File: src/rtl/fir_axis_scheduler_pkg.sv
// Shared types for the X/Y FIR time-multiplexing scheduler.
//   state_t        : scheduler FSM states
//   axis_t         : FIR bank select (X = 0, Y = 1)
//   DATA_W_DEFAULT : default sample / FIR word width
package fir_sched_pkg;

  localparam int DATA_W_DEFAULT = 32;

  typedef enum logic [2:0] {
    IDLE,
    LOAD_X,
    WAIT_X,
    LOAD_Y,
    WAIT_Y,
    PUBLISH
  } state_t;

  typedef enum logic {
    AXIS_X = 1'b0,
    AXIS_Y = 1'b1
  } axis_t;

endpackage

File: src/rtl/fir_axis_scheduler_if.sv
// Start/done handshake between the scheduler and the shared FIR core.
//   fir_in    : word to filter, stable from LOAD through WAIT
//   fir_sel   : delay-line bank select (0 = X, 1 = Y)
//   fir_start : 1-cycle pulse, FIR begins on fir_in
//   fir_done  : FIR result valid on fir_out this cycle
//   fir_out   : FIR result
// master = scheduler side, slave = FIR core side.
interface fir_axis_scheduler_if
  import fir_sched_pkg::*;
#(
  parameter int DATA_W = DATA_W_DEFAULT
) ();

  logic [DATA_W-1:0] fir_in;
  logic              fir_sel;
  logic              fir_start;
  logic              fir_done;
  logic [DATA_W-1:0] fir_out;

  modport master (output fir_in, output fir_sel, output fir_start,
                  input  fir_done, input fir_out);

  modport slave  (input  fir_in, input fir_sel, input fir_start,
                  output fir_done, output fir_out);

endinterface

File: src/rtl/fir_axis_scheduler_sample_tick_gen.sv
// Sample-rate divider for the FIR scheduler.
//   clk      : system clock
//   reset    : synchronous, active-high
//   enable   : 0 holds the divider at 0 (no ticks)
//   tick_raw : high while enabled and the divider sits at DIV-1
module sample_tick_gen #(
  parameter int DIV = 16
) (
  input  logic clk,
  input  logic reset,
  input  logic enable,
  output logic tick_raw
);

  localparam int CNT_W = $clog2(DIV);
  localparam logic [CNT_W-1:0] CNT_LAST = CNT_W'(DIV - 1);

  if (DIV < 16) begin : g_div_check
    $error("sample_tick_gen: DIV must be at least 16");
  end

  logic [CNT_W-1:0] cnt;

  always_ff @(posedge clk) begin
    if (reset || !enable) begin
      cnt <= '0;
    end else if (cnt == CNT_LAST) begin
      cnt <= '0;
    end else begin
      cnt <= cnt + CNT_W'(1);
    end
  end

  assign tick_raw = enable && (cnt == CNT_LAST);

endmodule

File: src/rtl/fir_axis_scheduler.sv
// Time-multiplexes one FIR core between the X and Y accelerometer axes.
// Each accepted sample tick snapshots the latest raw X/Y pair, runs X then Y
// through the FIR with a start/done handshake, and publishes the filtered pair.
//   clk, reset          : system clock, synchronous active-high reset
//   enable              : 0 = no sample ticks
//   clear_err           : clears sticky overrun / timeout_err
//   raw_valid, raw_x/y  : raw sample update from the SPI reader
//   sample_tick         : 1-cycle pulse on an accepted frame start
//   fir                 : handshake to the shared FIR core (master side)
//   out_x, out_y        : filtered results, held between frames
//   out_valid           : 1-cycle pulse when out_x/out_y update
//   overrun             : sticky, a tick arrived while a frame was busy
//   timeout_err         : sticky, fir_done missing within FIR_TIMEOUT cycles
//
// state   | meaning
// IDLE    | waiting for a tick; snapshot taken on the accepting edge
// LOAD_X  | fir_start pulse with the X snapshot
// WAIT_X  | waiting for fir_done (or timeout) on X
// LOAD_Y  | fir_start pulse with the Y snapshot
// WAIT_Y  | waiting for fir_done (or timeout) on Y
// PUBLISH | copy results to out_x/out_y, raise out_valid next cycle
module fir_axis_scheduler
  import fir_sched_pkg::*;
#(
  parameter int DATA_W      = DATA_W_DEFAULT,
  parameter int CLK_HZ      = 50_000_000,
  parameter int SAMPLE_HZ   = 1000,
  parameter int FIR_TIMEOUT = 255
) (
  input  logic                 clk,
  input  logic                 reset,
  input  logic                 enable,
  input  logic                 clear_err,
  input  logic                 raw_valid,
  input  logic [DATA_W-1:0]    raw_x,
  input  logic [DATA_W-1:0]    raw_y,
  output logic                 sample_tick,
  fir_axis_scheduler_if.master fir,
  output logic [DATA_W-1:0]    out_x,
  output logic [DATA_W-1:0]    out_y,
  output logic                 out_valid,
  output logic                 overrun,
  output logic                 timeout_err
);

  localparam int DIV    = CLK_HZ / SAMPLE_HZ;
  localparam int WAIT_W = $clog2(FIR_TIMEOUT + 1);
  localparam logic [WAIT_W-1:0] WAIT_LIMIT = WAIT_W'(FIR_TIMEOUT);

  state_t            state;
  logic              tick_raw;
  logic [DATA_W-1:0] hold_x, hold_y, snap_y, res_x, res_y;
  logic [WAIT_W-1:0] wait_cnt, wait_inc;
  logic              wait_hit, in_wait, new_ovr, new_tmo;

  sample_tick_gen #(.DIV(DIV)) u_tick (
    .clk      (clk),
    .reset    (reset),
    .enable   (enable),
    .tick_raw (tick_raw)
  );

  assign sample_tick = tick_raw && (state == IDLE);
  assign wait_inc    = (wait_cnt == WAIT_LIMIT) ? wait_cnt : wait_cnt + WAIT_W'(1);
  assign wait_hit    = (wait_inc == WAIT_LIMIT);
  assign in_wait     = (state == WAIT_X) || (state == WAIT_Y);
  assign new_ovr     = tick_raw && (state != IDLE);
  // done on the last allowed cycle still counts as success
  assign new_tmo     = in_wait && !fir.fir_done && wait_hit;

  always_ff @(posedge clk) begin
    if (reset) begin
      state         <= IDLE;
      hold_x        <= '0;
      hold_y        <= '0;
      snap_y        <= '0;
      res_x         <= '0;
      res_y         <= '0;
      wait_cnt      <= '0;
      fir.fir_in    <= '0;
      fir.fir_sel   <= AXIS_X;
      fir.fir_start <= 1'b0;
      out_x         <= '0;
      out_y         <= '0;
      out_valid     <= 1'b0;
      overrun       <= 1'b0;
      timeout_err   <= 1'b0;
    end else begin
      if (raw_valid) begin
        hold_x <= raw_x;
        hold_y <= raw_y;
      end
      fir.fir_start <= 1'b0;
      out_valid     <= 1'b0;
      // a new error in the clearing cycle keeps the flag set
      overrun     <= (overrun && !clear_err) || new_ovr;
      timeout_err <= (timeout_err && !clear_err) || new_tmo;

      case (state)
        IDLE: begin
          if (tick_raw) begin
            // X goes straight from hold so fir_in is valid in the LOAD_X cycle
            fir.fir_in    <= hold_x;
            fir.fir_sel   <= AXIS_X;
            fir.fir_start <= 1'b1;
            snap_y        <= hold_y;
            state         <= LOAD_X;
          end
        end
        LOAD_X: begin
          wait_cnt <= '0;
          state    <= WAIT_X;
        end
        WAIT_X: begin
          wait_cnt <= wait_inc;
          if (fir.fir_done || wait_hit) begin
            if (fir.fir_done) res_x <= fir.fir_out;
            fir.fir_in    <= snap_y;
            fir.fir_sel   <= AXIS_Y;
            fir.fir_start <= 1'b1;
            state         <= LOAD_Y;
          end
        end
        LOAD_Y: begin
          wait_cnt <= '0;
          state    <= WAIT_Y;
        end
        WAIT_Y: begin
          wait_cnt <= wait_inc;
          if (fir.fir_done || wait_hit) begin
            if (fir.fir_done) res_y <= fir.fir_out;
            state <= PUBLISH;
          end
        end
        PUBLISH: begin
          out_x     <= res_x;
          out_y     <= res_y;
          out_valid <= 1'b1;
          state     <= IDLE;
        end
        default: state <= IDLE;
      endcase
    end
  end

endmodule

File: src/flat_wrapper.sv
// flat-port wrapper written by rule: the top's interface ports become plain ports
module fir_axis_scheduler_flat import fir_sched_pkg::*;
#(
  parameter int DATA_W      = DATA_W_DEFAULT,
  parameter int CLK_HZ      = 50_000_000,
  parameter int SAMPLE_HZ   = 1000,
  parameter int FIR_TIMEOUT = 255
)
  (clk, reset, enable, clear_err, raw_valid, raw_x, raw_y, sample_tick, out_x, out_y, out_valid, overrun, timeout_err, fir_fir_in, fir_fir_sel, fir_fir_start, fir_fir_done, fir_fir_out);
  fir_axis_scheduler_if #(.DATA_W(DATA_W)) fir_i ();
  input  logic clk;
  input  logic reset;
  input  logic enable;
  input  logic clear_err;
  input  logic raw_valid;
  input  logic [DATA_W-1:0] raw_x;
  input  logic [DATA_W-1:0] raw_y;
  output logic sample_tick;
  output logic [DATA_W-1:0] out_x;
  output logic [DATA_W-1:0] out_y;
  output logic out_valid;
  output logic overrun;
  output logic timeout_err;
  output wire logic [$bits(fir_i.fir_in)-1:0] fir_fir_in;
  output wire logic [$bits(fir_i.fir_sel)-1:0] fir_fir_sel;
  output wire logic [$bits(fir_i.fir_start)-1:0] fir_fir_start;
  input wire logic [$bits(fir_i.fir_done)-1:0] fir_fir_done;
  input wire logic [$bits(fir_i.fir_out)-1:0] fir_fir_out;
  assign fir_fir_in = fir_i.fir_in;
  assign fir_fir_sel = fir_i.fir_sel;
  assign fir_fir_start = fir_i.fir_start;
  assign fir_i.fir_done = fir_fir_done;
  assign fir_i.fir_out = fir_fir_out;
  fir_axis_scheduler #(.DATA_W(DATA_W), .CLK_HZ(CLK_HZ), .SAMPLE_HZ(SAMPLE_HZ), .FIR_TIMEOUT(FIR_TIMEOUT)) u_core (.clk(clk), .reset(reset), .enable(enable), .clear_err(clear_err), .raw_valid(raw_valid), .raw_x(raw_x), .raw_y(raw_y), .sample_tick(sample_tick), .fir(fir_i), .out_x(out_x), .out_y(out_y), .out_valid(out_valid), .overrun(overrun), .timeout_err(timeout_err));
endmodule
File: config.mk
export PLATFORM = sky130hd
export DESIGN_NAME = fir_axis_scheduler_flat
export DESIGN_NICKNAME = d
export VERILOG_FILES = /design/src/rtl/fir_axis_scheduler_pkg.sv /design/src/rtl/fir_axis_scheduler_if.sv /design/src/rtl/fir_axis_scheduler_sample_tick_gen.sv /design/src/rtl/fir_axis_scheduler.sv /design/src/flat_wrapper.sv
export SDC_FILE = /design/constraint.sdc
export NUM_CORES = 1
export LEC_CHECK = 0
export CELL_PAD_IN_SITES_DETAIL_PLACEMENT = 0
export CELL_PAD_IN_SITES_GLOBAL_PLACEMENT = 2
export CORE_ASPECT_RATIO = 1.75
export CORE_MARGIN = 3
export CORE_UTILIZATION = 28
export DETAILED_ROUTE_END_ITERATION = 10
export PLACE_DENSITY = 0.82
export SETUP_SLACK_MARGIN = 0.2
export SYNTH_ARGS = -nofsm -noshare
export SYNTH_HDL_FRONTEND = slang
export SYNTH_SLANG_ARGS = --single-unit
File: constraint.sdc
create_clock -name clk -period 2.15 [get_ports clk]
set_clock_uncertainty 0.15 [all_clocks]
set_input_delay 0.43 -clock clk [delete_from_list [all_inputs] [get_ports clk]]
set_output_delay 0.43 -clock clk [all_outputs]
set_load 0.02 [all_outputs]
==> metrics <==
endpoints failing setup 13; die area 0.0433 mm^2; via count 9763; Yosys warnings 0; Synth top area share roughly half; Worst slew margin 65.7%; die height 273 um; largest area contributor in the netlist dfxtp_1; register area share after synthesis 50.6%; first-pass GRT wire length 53700 um; Mean Syn Cell Area 8.46 um^2; Power per Cell Area approximately 700 mW/mm^2; fin crit share 105%; status finished, violations left; Worst Path Required 1.57 ns; Crit. End Element output pin; routability-driven placement congestion ratio 0.745; final worst setup slack -0.116 ns; Hold Fails Final Rpt 0; TritonCTS clock tree built; Syn Std Cell Area 0.0114 mm^2; worst vdd ir about 0.54 mV; critical path launch point type register; Crit Path Class register to output pin; clock sink total approximately 290; Nets about 1700; final global-route overflow total 0; Slew Limit Fails 0; clock slew at reported path FFs around 0.07 ns; vias in the first global route between 9000 and 10000; Initial DRT Pass Iterations 4; flops & latches, synth 288; largest net degree at the start of global routing between 100 and 150; CP max FO 2; Synth cell types approximately 50; ANT nets after route 0; Worst R2R Setup Slack -0.02 ns; fill count ~4200; Area Overhead vs Synth 35.8%; Leak 6.01 nW; die outline width 159 um; worst-skew pair later-pin latency 0.56 ns; most common cell after layout, fill and taps aside nand2_1; post-DP HPWL around 22000 um; row count 97; CTS Buf Count 28; initial antenna violation count 0; DP Worst Slack -0.236 ns; CTS Buffer Depth 3; I/O pin total 204; DR vias/cell approximately 4.6; DRC Markers 0; Syn Inst Count 1347; Max Freq 441 MHz; synth top area cells dfxtp_1 (51%), nand2_1 (12%), a21oi_1 (7.4%), mux2i_1 (5.6%), o221ai_2 (3.7%); n_diodes 0; Initial Util 28.4%; detailed-route wire length 34500 um; most frequent cells in the layout nand2_1 (368), dfxtp_1 (281), a21oi_1 (167); root buffer selected by CTS clkbuf_16; syn_nets around 1500; Inst Count DP 2040; crit path time final 2.27 ns; min-delay worst type register to register; H-tree depth 1; core box area 0.0402 mm^2; IO buf count 203; GRT Resource Usage Total around 15%; max cap viols 0; Design Power 0.0111 W; fin cells 2112; CP arrival 1.69 ns; ratio of cells with drive above 1 in the final layout 11.7%; RSZ-0062 raised after global routing true; Iteration-0 DRC Markers approximately 360; Worst-Margin Slew approximately 0.51 ns; post-DR wirelength/cell 16.3 um; violated checks setup timing
[registers in the layout, summed over array words and instances, names as in the netlist, 3 cells and up]
signal and count:
u_core.fir.fir_in 32, u_core.hold_x 32, u_core.hold_y 32, u_core.out_x 32
u_core.out_y 32, u_core.res_x 32, u_core.res_y 32, u_core.snap_y 32
u_core.u_tick.cnt 16, u_core.wait_cnt 8, u_core.state 3
[metrics by stage]
| step | instance area [um^2] | setup TNS (ns) | hold WS, ns | utilization, % |
|---|---|---|---|---|
| after floorplan | 11400 | 0 | 0.268 | - |
| after global placement | 14200 | -5.26 | 0.289 | 35.4 |
| after detailed placement | 14200 | -7.28 | 0.294 | 35.4 |
| after CTS | 15200 | -1.43 | 0.266 | 37.9 |
| after global routing | 15500 | -2.03 | 0.296 | 38.5 |
| final | 15500 | -0.241 | 0.296 | 38.5 |
[cells by family (layout without fill, tap and decap cells)]
kind of cell / count (synthesis) / after routing / share of synthesized area (%)
buffers and inverters: 139 / 360 / 5.52
AND/OR/NAND/NOR: 549 / 549 / 20.3
adder cells (fa/ha/maj): 2 / 2 / 0.220
AO/OA/AOI/OAI: 288 / 288 / 16.5
XOR/XNOR: 17 / 17 / 1.31
flip-flops: 288 / 288 / 50.6
multiplexers: 64 / 64 / 5.62
[cells in the mapped netlist (all sizes together)]
| cell type | n |
|---|---|
| nor3 | 4 |
| xnor2 | 8 |
| and4bb | 1 |
| nor4b | 1 |
| o221ai | 33 |
| nand2 | 369 |
| a21oi | 168 |
| and3b | 2 |
| and4b | 1 |
| o21a | 3 |
| nand4 | 4 |
| inv | 35 |
| xor2 | 9 |
| nor4 | 2 |
| buf | 37 |
| and2 | 4 |
| a2111oi | 1 |
| a32oi | 1 |
| nor4bb | 1 |
| and4 | 5 |
| clkbuf | 67 |
| nor3b | 2 |
| a21boi | 32 |
| mux2i | 64 |
| ha | 2 |
| nand3 | 12 |
| a41o | 1 |
| a211oi | 6 |
| a211o | 1 |
| nand3b | 5 |
| dfxtp | 288 |
| o21bai | 1 |
| and3 | 41 |
| o21ai | 37 |
| nor2 | 90 |
| o211ai | 1 |
| nor2b | 3 |
| a21o | 2 |
| nand2b | 2 |
| a31oi | 1 |
[final timing paths]
kind	endpoint	startpoint	cells after the start
max	sample_tick	u_core.u_tick.cnt[1]	5
min	u_core.snap_y[24]	u_core.hold_y[24]	2
max reg2reg	u_core.fir.fir_in[25]	u_core.wait_cnt[1]	9
min reg2reg	u_core.snap_y[24]	u_core.hold_y[24]	2
[worst max-delay path: stages (launching register included)]
cell	delay [ns]
dfxtp_2	0.35
ha_4	0.13
and3_4	0.17
and4_4	0.22
and2_4	0.14
buf_6	0.10
[report_power, final]
| part | leakage (nW) | switching (W) | total, W | internal (W) |
|---|---|---|---|---|
| sequential | 2.34 | 0.0000388 | 0.00544 | 0.00540 |
| clock | 0.467 | 0.00217 | 0.00506 | 0.00290 |
| combinational | 3.20 | 0.000288 | 0.000594 | 0.000306 |
| total | 6.01 | 0.00250 | 0.0111 | 0.00861 |
[final cells by class]
cell class	count	area (um^2)	area share, %
Sequential cell	288	5780	37.3
Clock inverter	15	168	1.08
Inverter	35	131	0.849
Clock buffer	36	771	4.98
Multi-Input combinational cell	920	5140	33.2
Timing Repair Buffer	274	2800	18.1
Tap cell	544	681	4.40
[metal layers]
layer,vias to the layer above,track usage (%),part of all wire [%]
li1,4901,-,-
met1,4609,17.2,40
met2,218,29.1,53
met3,35,2.93,4.8
met4,0,4.08,2.0
met5,-,0,0
[timing repair]
item	CTS	global route
hold buffers	1	0
pin swaps	5	5
gates resized for setup	128	28
cloned	1	5
endpoints found under the setup margin	186	91
buffers inserted	10	4
hold endpoints to repair	7	0
Power figures use the tool's default switching activity.
